### src/rtl/i2s_pkg.sv
// Shared I2S definitions for the TX master and RX side: slot width default and word-select encoding.
package i2s_pkg;

  localparam int SAMPLE_W_DEF = 16;

  typedef enum logic {
    LEFT  = 1'b0,
    RIGHT = 1'b1
  } ws_e;

  // Word select for bit position p: it switches one bit early, so the slot's last bit already shows the next channel.
  function automatic ws_e ws_for_pos(input int p, input int w);
    if (p >= w - 1 && p <= 2 * w - 2) begin
      return RIGHT;
    end
    return LEFT;
  endfunction

endpackage

### src/rtl/i2s_clk_div.sv
// Bit clock generator: divides clk by 2*CLK_DIV and flags the clk cycle in which bit_clk falls.
module i2s_clk_div #(
  parameter int CLK_DIV = 4
) (
  input  logic clk,
  input  logic rst_n,
  input  logic en,
  output logic bit_clk,
  output logic fall
);

  localparam int CW = (CLK_DIV > 1) ? $clog2(CLK_DIV) : 1;
  localparam logic [CW-1:0] DIV_LAST = CW'(CLK_DIV - 1);

  logic [CW-1:0] div_cnt_q, div_cnt_d;
  logic          bit_clk_q, bit_clk_d;
  logic          tick;

  always_comb begin
    tick      = en && (div_cnt_q == DIV_LAST);
    div_cnt_d = div_cnt_q;
    bit_clk_d = bit_clk_q;
    if (!en) begin
      div_cnt_d = '0;
      bit_clk_d = 1'b0;
    end else if (tick) begin
      div_cnt_d = '0;
      bit_clk_d = ~bit_clk_q;
    end else begin
      div_cnt_d = div_cnt_q + 1'b1;
    end
  end

  always_ff @(posedge clk or negedge rst_n) begin
    if (!rst_n) begin
      div_cnt_q <= '0;
      bit_clk_q <= 1'b0;
    end else begin
      div_cnt_q <= div_cnt_d;
      bit_clk_q <= bit_clk_d;
    end
  end

  assign bit_clk = bit_clk_q;
  assign fall    = tick && bit_clk_q;

endmodule

### src/rtl/i2s_tx_master.sv
// I2S transmit master: one-pair holding register behind a valid/ready port, serialised
// MSB-first as Philips I2S with locally generated bit_clk and lr_clk.
module i2s_tx_master import i2s_pkg::*; #(
  parameter int SAMPLE_W = SAMPLE_W_DEF,
  parameter int CLK_DIV  = 4
) (
  input  logic                clk,
  input  logic                rst_n,
  input  logic                en,
  input  logic [SAMPLE_W-1:0] left_sample,
  input  logic [SAMPLE_W-1:0] right_sample,
  input  logic                sample_valid,
  output logic                sample_ready,
  output logic                bit_clk,
  output logic                lr_clk,
  output logic                sdout,
  output logic                underrun
);

  localparam int FW = 2 * SAMPLE_W;
  localparam int PW = $clog2(FW);
  localparam logic [PW-1:0] P_LAST = PW'(FW - 1);

  logic                bit_fall;
  logic                capture;
  logic                load;
  logic [PW-1:0]       p_q, p_d;
  logic [FW-1:0]       shift_q, shift_d;
  ws_e                 lr_q, lr_d;
  logic                underrun_q, underrun_d;
  logic                full_q, full_d;
  logic [SAMPLE_W-1:0] hold_l_q, hold_l_d;
  logic [SAMPLE_W-1:0] hold_r_q, hold_r_d;

  i2s_clk_div #(
    .CLK_DIV(CLK_DIV)
  ) u_clk_div (
    .clk    (clk),
    .rst_n  (rst_n),
    .en     (en),
    .bit_clk(bit_clk),
    .fall   (bit_fall)
  );

  always_comb begin
    capture    = sample_valid && !full_q;
    load       = bit_fall && (p_q == P_LAST);
    p_d        = p_q;
    shift_d    = shift_q;
    lr_d       = lr_q;
    underrun_d = 1'b0;
    full_d     = full_q;
    hold_l_d   = hold_l_q;
    hold_r_d   = hold_r_q;

    if (!en) begin
      p_d     = P_LAST;
      shift_d = '0;
      lr_d    = LEFT;
    end else if (bit_fall) begin
      p_d  = load ? '0 : p_q + 1'b1;
      lr_d = ws_for_pos(32'(p_d), SAMPLE_W);
      if (load) begin
        shift_d    = full_q ? {hold_l_q, hold_r_q} : '0;
        underrun_d = !full_q;
      end else begin
        shift_d = {shift_q[FW-2:0], 1'b0};
      end
    end

    // The load sees only the registered holding state; a pair captured in the same clk waits a frame.
    if (load && full_q) begin
      full_d = 1'b0;
    end else if (capture) begin
      full_d   = 1'b1;
      hold_l_d = left_sample;
      hold_r_d = right_sample;
    end
  end

  always_ff @(posedge clk or negedge rst_n) begin
    if (!rst_n) begin
      p_q        <= P_LAST;
      shift_q    <= '0;
      lr_q       <= LEFT;
      underrun_q <= 1'b0;
      full_q     <= 1'b0;
      hold_l_q   <= '0;
      hold_r_q   <= '0;
    end else begin
      p_q        <= p_d;
      shift_q    <= shift_d;
      lr_q       <= lr_d;
      underrun_q <= underrun_d;
      full_q     <= full_d;
      hold_l_q   <= hold_l_d;
      hold_r_q   <= hold_r_d;
    end
  end

  assign sample_ready = !full_q;
  assign sdout        = shift_q[FW-1];
  assign lr_clk       = lr_q;
  assign underrun     = underrun_q;

endmodule

### config.mk
export PLATFORM = sky130hd
export DESIGN_NAME = i2s_tx_master
export DESIGN_NICKNAME = d
export VERILOG_FILES = /design/src/rtl/i2s_pkg.sv /design/src/rtl/i2s_clk_div.sv /design/src/rtl/i2s_tx_master.sv
export SDC_FILE = /design/constraint.sdc
export NUM_CORES = 1
export LEC_CHECK = 0
export CAP_MARGIN = 10
export CELL_PAD_IN_SITES_DETAIL_PLACEMENT = 1
export CELL_PAD_IN_SITES_GLOBAL_PLACEMENT = 1
export CORE_ASPECT_RATIO = 0.7
export CORE_MARGIN = 3
export CORE_UTILIZATION = 48
export DETAILED_ROUTE_END_ITERATION = 16
export PLACE_DENSITY = 0.94
export SLEW_MARGIN = 10
export SYNTH_ARGS = -nofsm -noshare
export SYNTH_HDL_FRONTEND = slang
export SYNTH_HIERARCHICAL = 1
export SYNTH_SLANG_ARGS = --single-unit
### constraint.sdc
create_clock -name clk -period 5.9 [get_ports clk]
set_clock_uncertainty 0.2 [all_clocks]
set_input_delay 1.18 -clock clk [delete_from_list [all_inputs] [get_ports clk]]
set_output_delay 1.18 -clock clk [all_outputs]
set_load 0.01 [all_outputs]
==> run_results.csv <==
group,metric,value,unit
global_route,via_count_of_the_first_global_routing_pass,2401,
status,status,"completed",
yosys,post_synth.cell_area_avg,12.9,um2
timing,final_period_util,69.8,%
clock_tree,cts_setup_buffers,0,
final_layout,nFillCells,589,
yosys,yosys_warnings,6,
floorplanning,top_level_ports,41,
yosys,netlist-cell-type-count,34,
final_layout,area.sequential,0.00188,mm2
placed_design,io_buffer_count,40,
routing,route.detailed.wl_per_inst,22.8,um
timing,final_hold_viol_count,0,
clock_tree,cts.repair.resized,0,
routing,drtAntennaViolNets,0,
placed_design,placed_cells,342,
routing,wirelength,8.17,mm
power,report.power.total,1.09,mW
worst_setup_path,arr_time_crit_path,4.19,ns
worst_setup_path,r2r-start,"p_q[0]$_DFFE_PN1P_",
floorplanning,core_area,0.00601,mm2
yosys,synth-seq-cells,75,
yosys,portion_of_the_post_synthesis_area_used_by_sequential_elements,60.2,%
min_path,holdCritStartpoint,"hold_l_q[1]$_DFFE_PN0P_",
worst_setup_path,cp.required,5.97,ns
worst_setup_path,endpoint_kind,"flip-flop",
clock_tree,root_buffer,"sky130_fd_sc_hd__clkbuf_8",
routing,initialDrtViolationCount,272,
min_path,hp-class,"flip-flop to flip-flop",
yosys,synthesis.instances,242,
final_layout,drive_gt1_share,21.9,%
floorplanning,die-width,103,um
timing,rsz0062_at_grt,"false",
global_route,grt-ovfl-total,0,
timing,finalSetupViolations,0,
timing,max_clock_freq,0.243,GHz
worst_setup_path,reg2reg_to,"shift_q[23]$_DFFE_PN0P_",
final_layout,layout.cells.non_filler,358,
routing,route.detailed.drc,0,
worst_setup_path,critical_path.endpoint,"shift_q[23]$_DFFE_PN0P_",
worst_setup_path,worstPathMaxFanout,30,
timing,setup_total_negative_slack,0,ns
power,ir_worst_vdd,0.229,mV
routing,detailroute.via_count,2226,
placed_design,placement.cell_area,0.00356,mm2
final_layout,multiInputGateArea,0.00106,mm2
yosys,synth_fp_nets,283,
clock_tree,clock_sink_count,75,
final_layout,synthesis_to_layout_area_growth,20.5,%
placed_design,dp.final_hpwl,5.11,mm
floorplanning,initial_core_util,52.0,%
clock_tree,cts_hold_buf,0,
routing,vias_per_cell,6.22,
routing,dr.pass1.iters,10,
final_layout,final_core_util,62.7,%
timing,tightestPinTransition,1.14,ns
worst_setup_path,worst_setup_path_start_kind,"primary input",
power,power.static_leakage,1.90,nW
floorplanning,die_h,73.6,um
floorplanning,die_area,0.00754,mm2
clock_tree,tritoncts.num_buffers,9,
worst_setup_path,reg2reg_setup_slack,2.59,ns
placed_design,gp_congestion,0.710,
final_layout,n_antenna_cell,0,
clock_tree,cts_max_level,3,
global_route,pin_count_of_the_biggest_net_entering_global_routing,65,
final_layout,finalNetCount,319,
worst_setup_path,critical_path_class,"primary input to flip-flop",
power,pwr_density_cell,288,mW/mm2
yosys,mappedNetlistArea,0.00313,mm2
global_route,global_route.usage.total,24.3,%
timing,slew_headroom,24.2,%
clock_tree,cts.path.max_buffers,2,
clock_tree,clock_tree_from_tritoncts,"done",
global_route,antenna_found_initial,0,
final_layout,post-route-cell-area,0.00377,mm2
clock_tree,worst_skew_pair.late_latency,0.35,ns
timing,slew_violations,0,
timing,final_period_minus_worst_setup_slack,4.12,ns
worst_setup_path,rr_worst_depth,7,
worst_setup_path,critPathLaunch,"en",
run,max_cap_viol_count,0,
floorplanning,floorplan.rows,23,
global_route,wire_length_of_the_first_global_routing_pass,13.4,mm
clock_tree,worst_setup_hold_path_clk_slew,0.08,ns
[synth_stat cells]
library cell | number | area share, %
sky130_fd_sc_hd__buf_4 | 1 | 0.24
sky130_fd_sc_hd__a31oi_1 | 2 | 0.40
sky130_fd_sc_hd__a21oi_1 | 1 | 0.16
sky130_fd_sc_hd__a21boi_0 | 1 | 0.24
sky130_fd_sc_hd__nor2_1 | 6 | 0.72
sky130_fd_sc_hd__buf_2 | 13 | 2.1
sky130_fd_sc_hd__dfstp_2 | 5 | 4.2
sky130_fd_sc_hd__and3_2 | 3 | 0.72
sky130_fd_sc_hd__nand4b_1 | 1 | 0.28
sky130_fd_sc_hd__and2_1 | 2 | 0.40
sky130_fd_sc_hd__clkbuf_1 | 3 | 0.36
sky130_fd_sc_hd__dfrtp_1 | 70 | 56
sky130_fd_sc_hd__mux2_1 | 2 | 0.72
sky130_fd_sc_hd__nor3b_1 | 1 | 0.24
sky130_fd_sc_hd__a21o_2 | 1 | 0.28
sky130_fd_sc_hd__xor2_1 | 1 | 0.28
sky130_fd_sc_hd__mux2i_1 | 2 | 0.64
sky130_fd_sc_hd__nor2b_1 | 3 | 0.60
sky130_fd_sc_hd__a222oi_1 | 30 | 9.6
sky130_fd_sc_hd__mux2_2 | 30 | 11
sky130_fd_sc_hd__and2b_2 | 1 | 0.28
sky130_fd_sc_hd__o211a_1 | 2 | 0.64
sky130_fd_sc_hd__a31o_2 | 1 | 0.28
sky130_fd_sc_hd__o211ai_1 | 1 | 0.24
sky130_fd_sc_hd__ha_1 | 5 | 2.0
sky130_fd_sc_hd__a2111o_1 | 1 | 0.36
sky130_fd_sc_hd__o21ai_0 | 6 | 0.96
sky130_fd_sc_hd__nand3_1 | 3 | 0.48
sky130_fd_sc_hd__a22o_1 | 1 | 0.28
sky130_fd_sc_hd__inv_1 | 33 | 4.0
sky130_fd_sc_hd__nand2b_1 | 1 | 0.20
sky130_fd_sc_hd__and3b_2 | 1 | 0.32
sky130_fd_sc_hd__a41oi_1 | 1 | 0.28
sky130_fd_sc_hd__nand2_1 | 7 | 0.84
[critical path: stages]
cell and delay [ns]:
sky130_fd_sc_hd__clkdlybuf4s50_1 0.76, sky130_fd_sc_hd__and3_2 0.46, sky130_fd_sc_hd__nor2b_1 0.38, sky130_fd_sc_hd__and2_1 0.95, sky130_fd_sc_hd__a222oi_1 0.30, sky130_fd_sc_hd__inv_1 0.15
[through the flow]
step,setup slack (ns),hold slack (ns)
2_1_floorplan,3.40,0.214
3_3_place_gp,1.91,0.229
3_5_place_dp,1.64,0.289
4_1_cts,1.84,0.306
5_1_grt,1.57,0.322
6_report,1.78,0.305
[cells in the final DEF, fill, tap and decap left out, types with 2 or more instances in the layout]
cell	synthesis	routed
sky130_fd_sc_hd__dfrtp_1	70	70
sky130_fd_sc_hd__clkdlybuf4s50_1	0	39
sky130_fd_sc_hd__inv_1	33	33
sky130_fd_sc_hd__mux2_2	30	30
sky130_fd_sc_hd__a222oi_1	30	30
sky130_fd_sc_hd__clkbuf_8	0	11
sky130_fd_sc_hd__nand2_1	7	7
sky130_fd_sc_hd__o21ai_0	6	6
sky130_fd_sc_hd__nor2_1	6	5
sky130_fd_sc_hd__ha_1	5	5
sky130_fd_sc_hd__dfstp_2	5	5
sky130_fd_sc_hd__and3_2	3	3
sky130_fd_sc_hd__nand3_1	3	3
sky130_fd_sc_hd__and2_1	2	2
sky130_fd_sc_hd__o211a_1	2	2
sky130_fd_sc_hd__mux2i_1	2	2
sky130_fd_sc_hd__a31oi_1	2	2
sky130_fd_sc_hd__mux2_1	2	2
sky130_fd_sc_hd__clkbuf_1	3	2
sky130_fd_sc_hd__buf_4	1	2
[sequential cells by signal (all words and copies together) (netlist names)]
register,count
shift_q,32
full_q,1
u_clk_div/div_cnt_q,2
p_q,5
u_clk_div/bit_clk,1
hold_l_q,16
hold_r_q,16
lr_clk,1
underrun,1
[logic make-up (layout without fill, tap and decap cells)]
logic type,Yosys count,in the layout,share of synthesized area [%]
and+or+nand+nor,29,29,5.08
muxes,34,34,12.2
DFF,75,75,60.2
buffers and inverters,50,91,6.63
adders and majority gates,5,5,2.00
AOI/OAI and AO/OA,48,48,13.7
xor gates and xnor gates,1,1,0.280
[layer usage]
layer / vias to the layer above / share of wire [%] / track usage, % / wire length, um
met1: 1130 / 40 / 30.2 / 3300
met2: 108 / 49 / 39.4 / 4030
met5: - / 0 / 0 / 0
met4: 0 / 3.2 / 11.1 / 265
met3: 28 / 7.0 / 7.21 / 574
li1: 960 / - / - / -
[final cells by class]
class	count	share of cell area [%]
Clock buffer	13	4.21
Inverter	33	3.28
Sequential cell	75	49.9
Multi-Input combinational cell	117	28.0
Timing Repair Buffer	42	10.9
Tap cell	75	2.49
Clock inverter	3	1.23
[how the worst min path moves through the flow]
stage | slack (ns) | cells after the start | endpoint
floorplan | 0.21 | 1 | u_clk_div/div_cnt_q[0]$_DFF_PN0_
global placement | 0.23 | 1 | u_clk_div/div_cnt_q[0]$_DFF_PN0_
detailed placement | 0.29 | 2 | shift_q[4]$_DFFE_PN0P_
CTS | 0.31 | 1 | hold_l_q[1]$_DFFE_PN0P_
global route | 0.32 | 1 | hold_l_q[2]$_DFFE_PN0P_
finish | 0.30 | 1 | hold_l_q[1]$_DFFE_PN0P_
[report_power, final]
part	internal, mW	switching [mW]
registers	0.559	0.0307
clock network	0.220	0.184
logic	0.0571	0.0367
(Power assumes the default switching activity.)
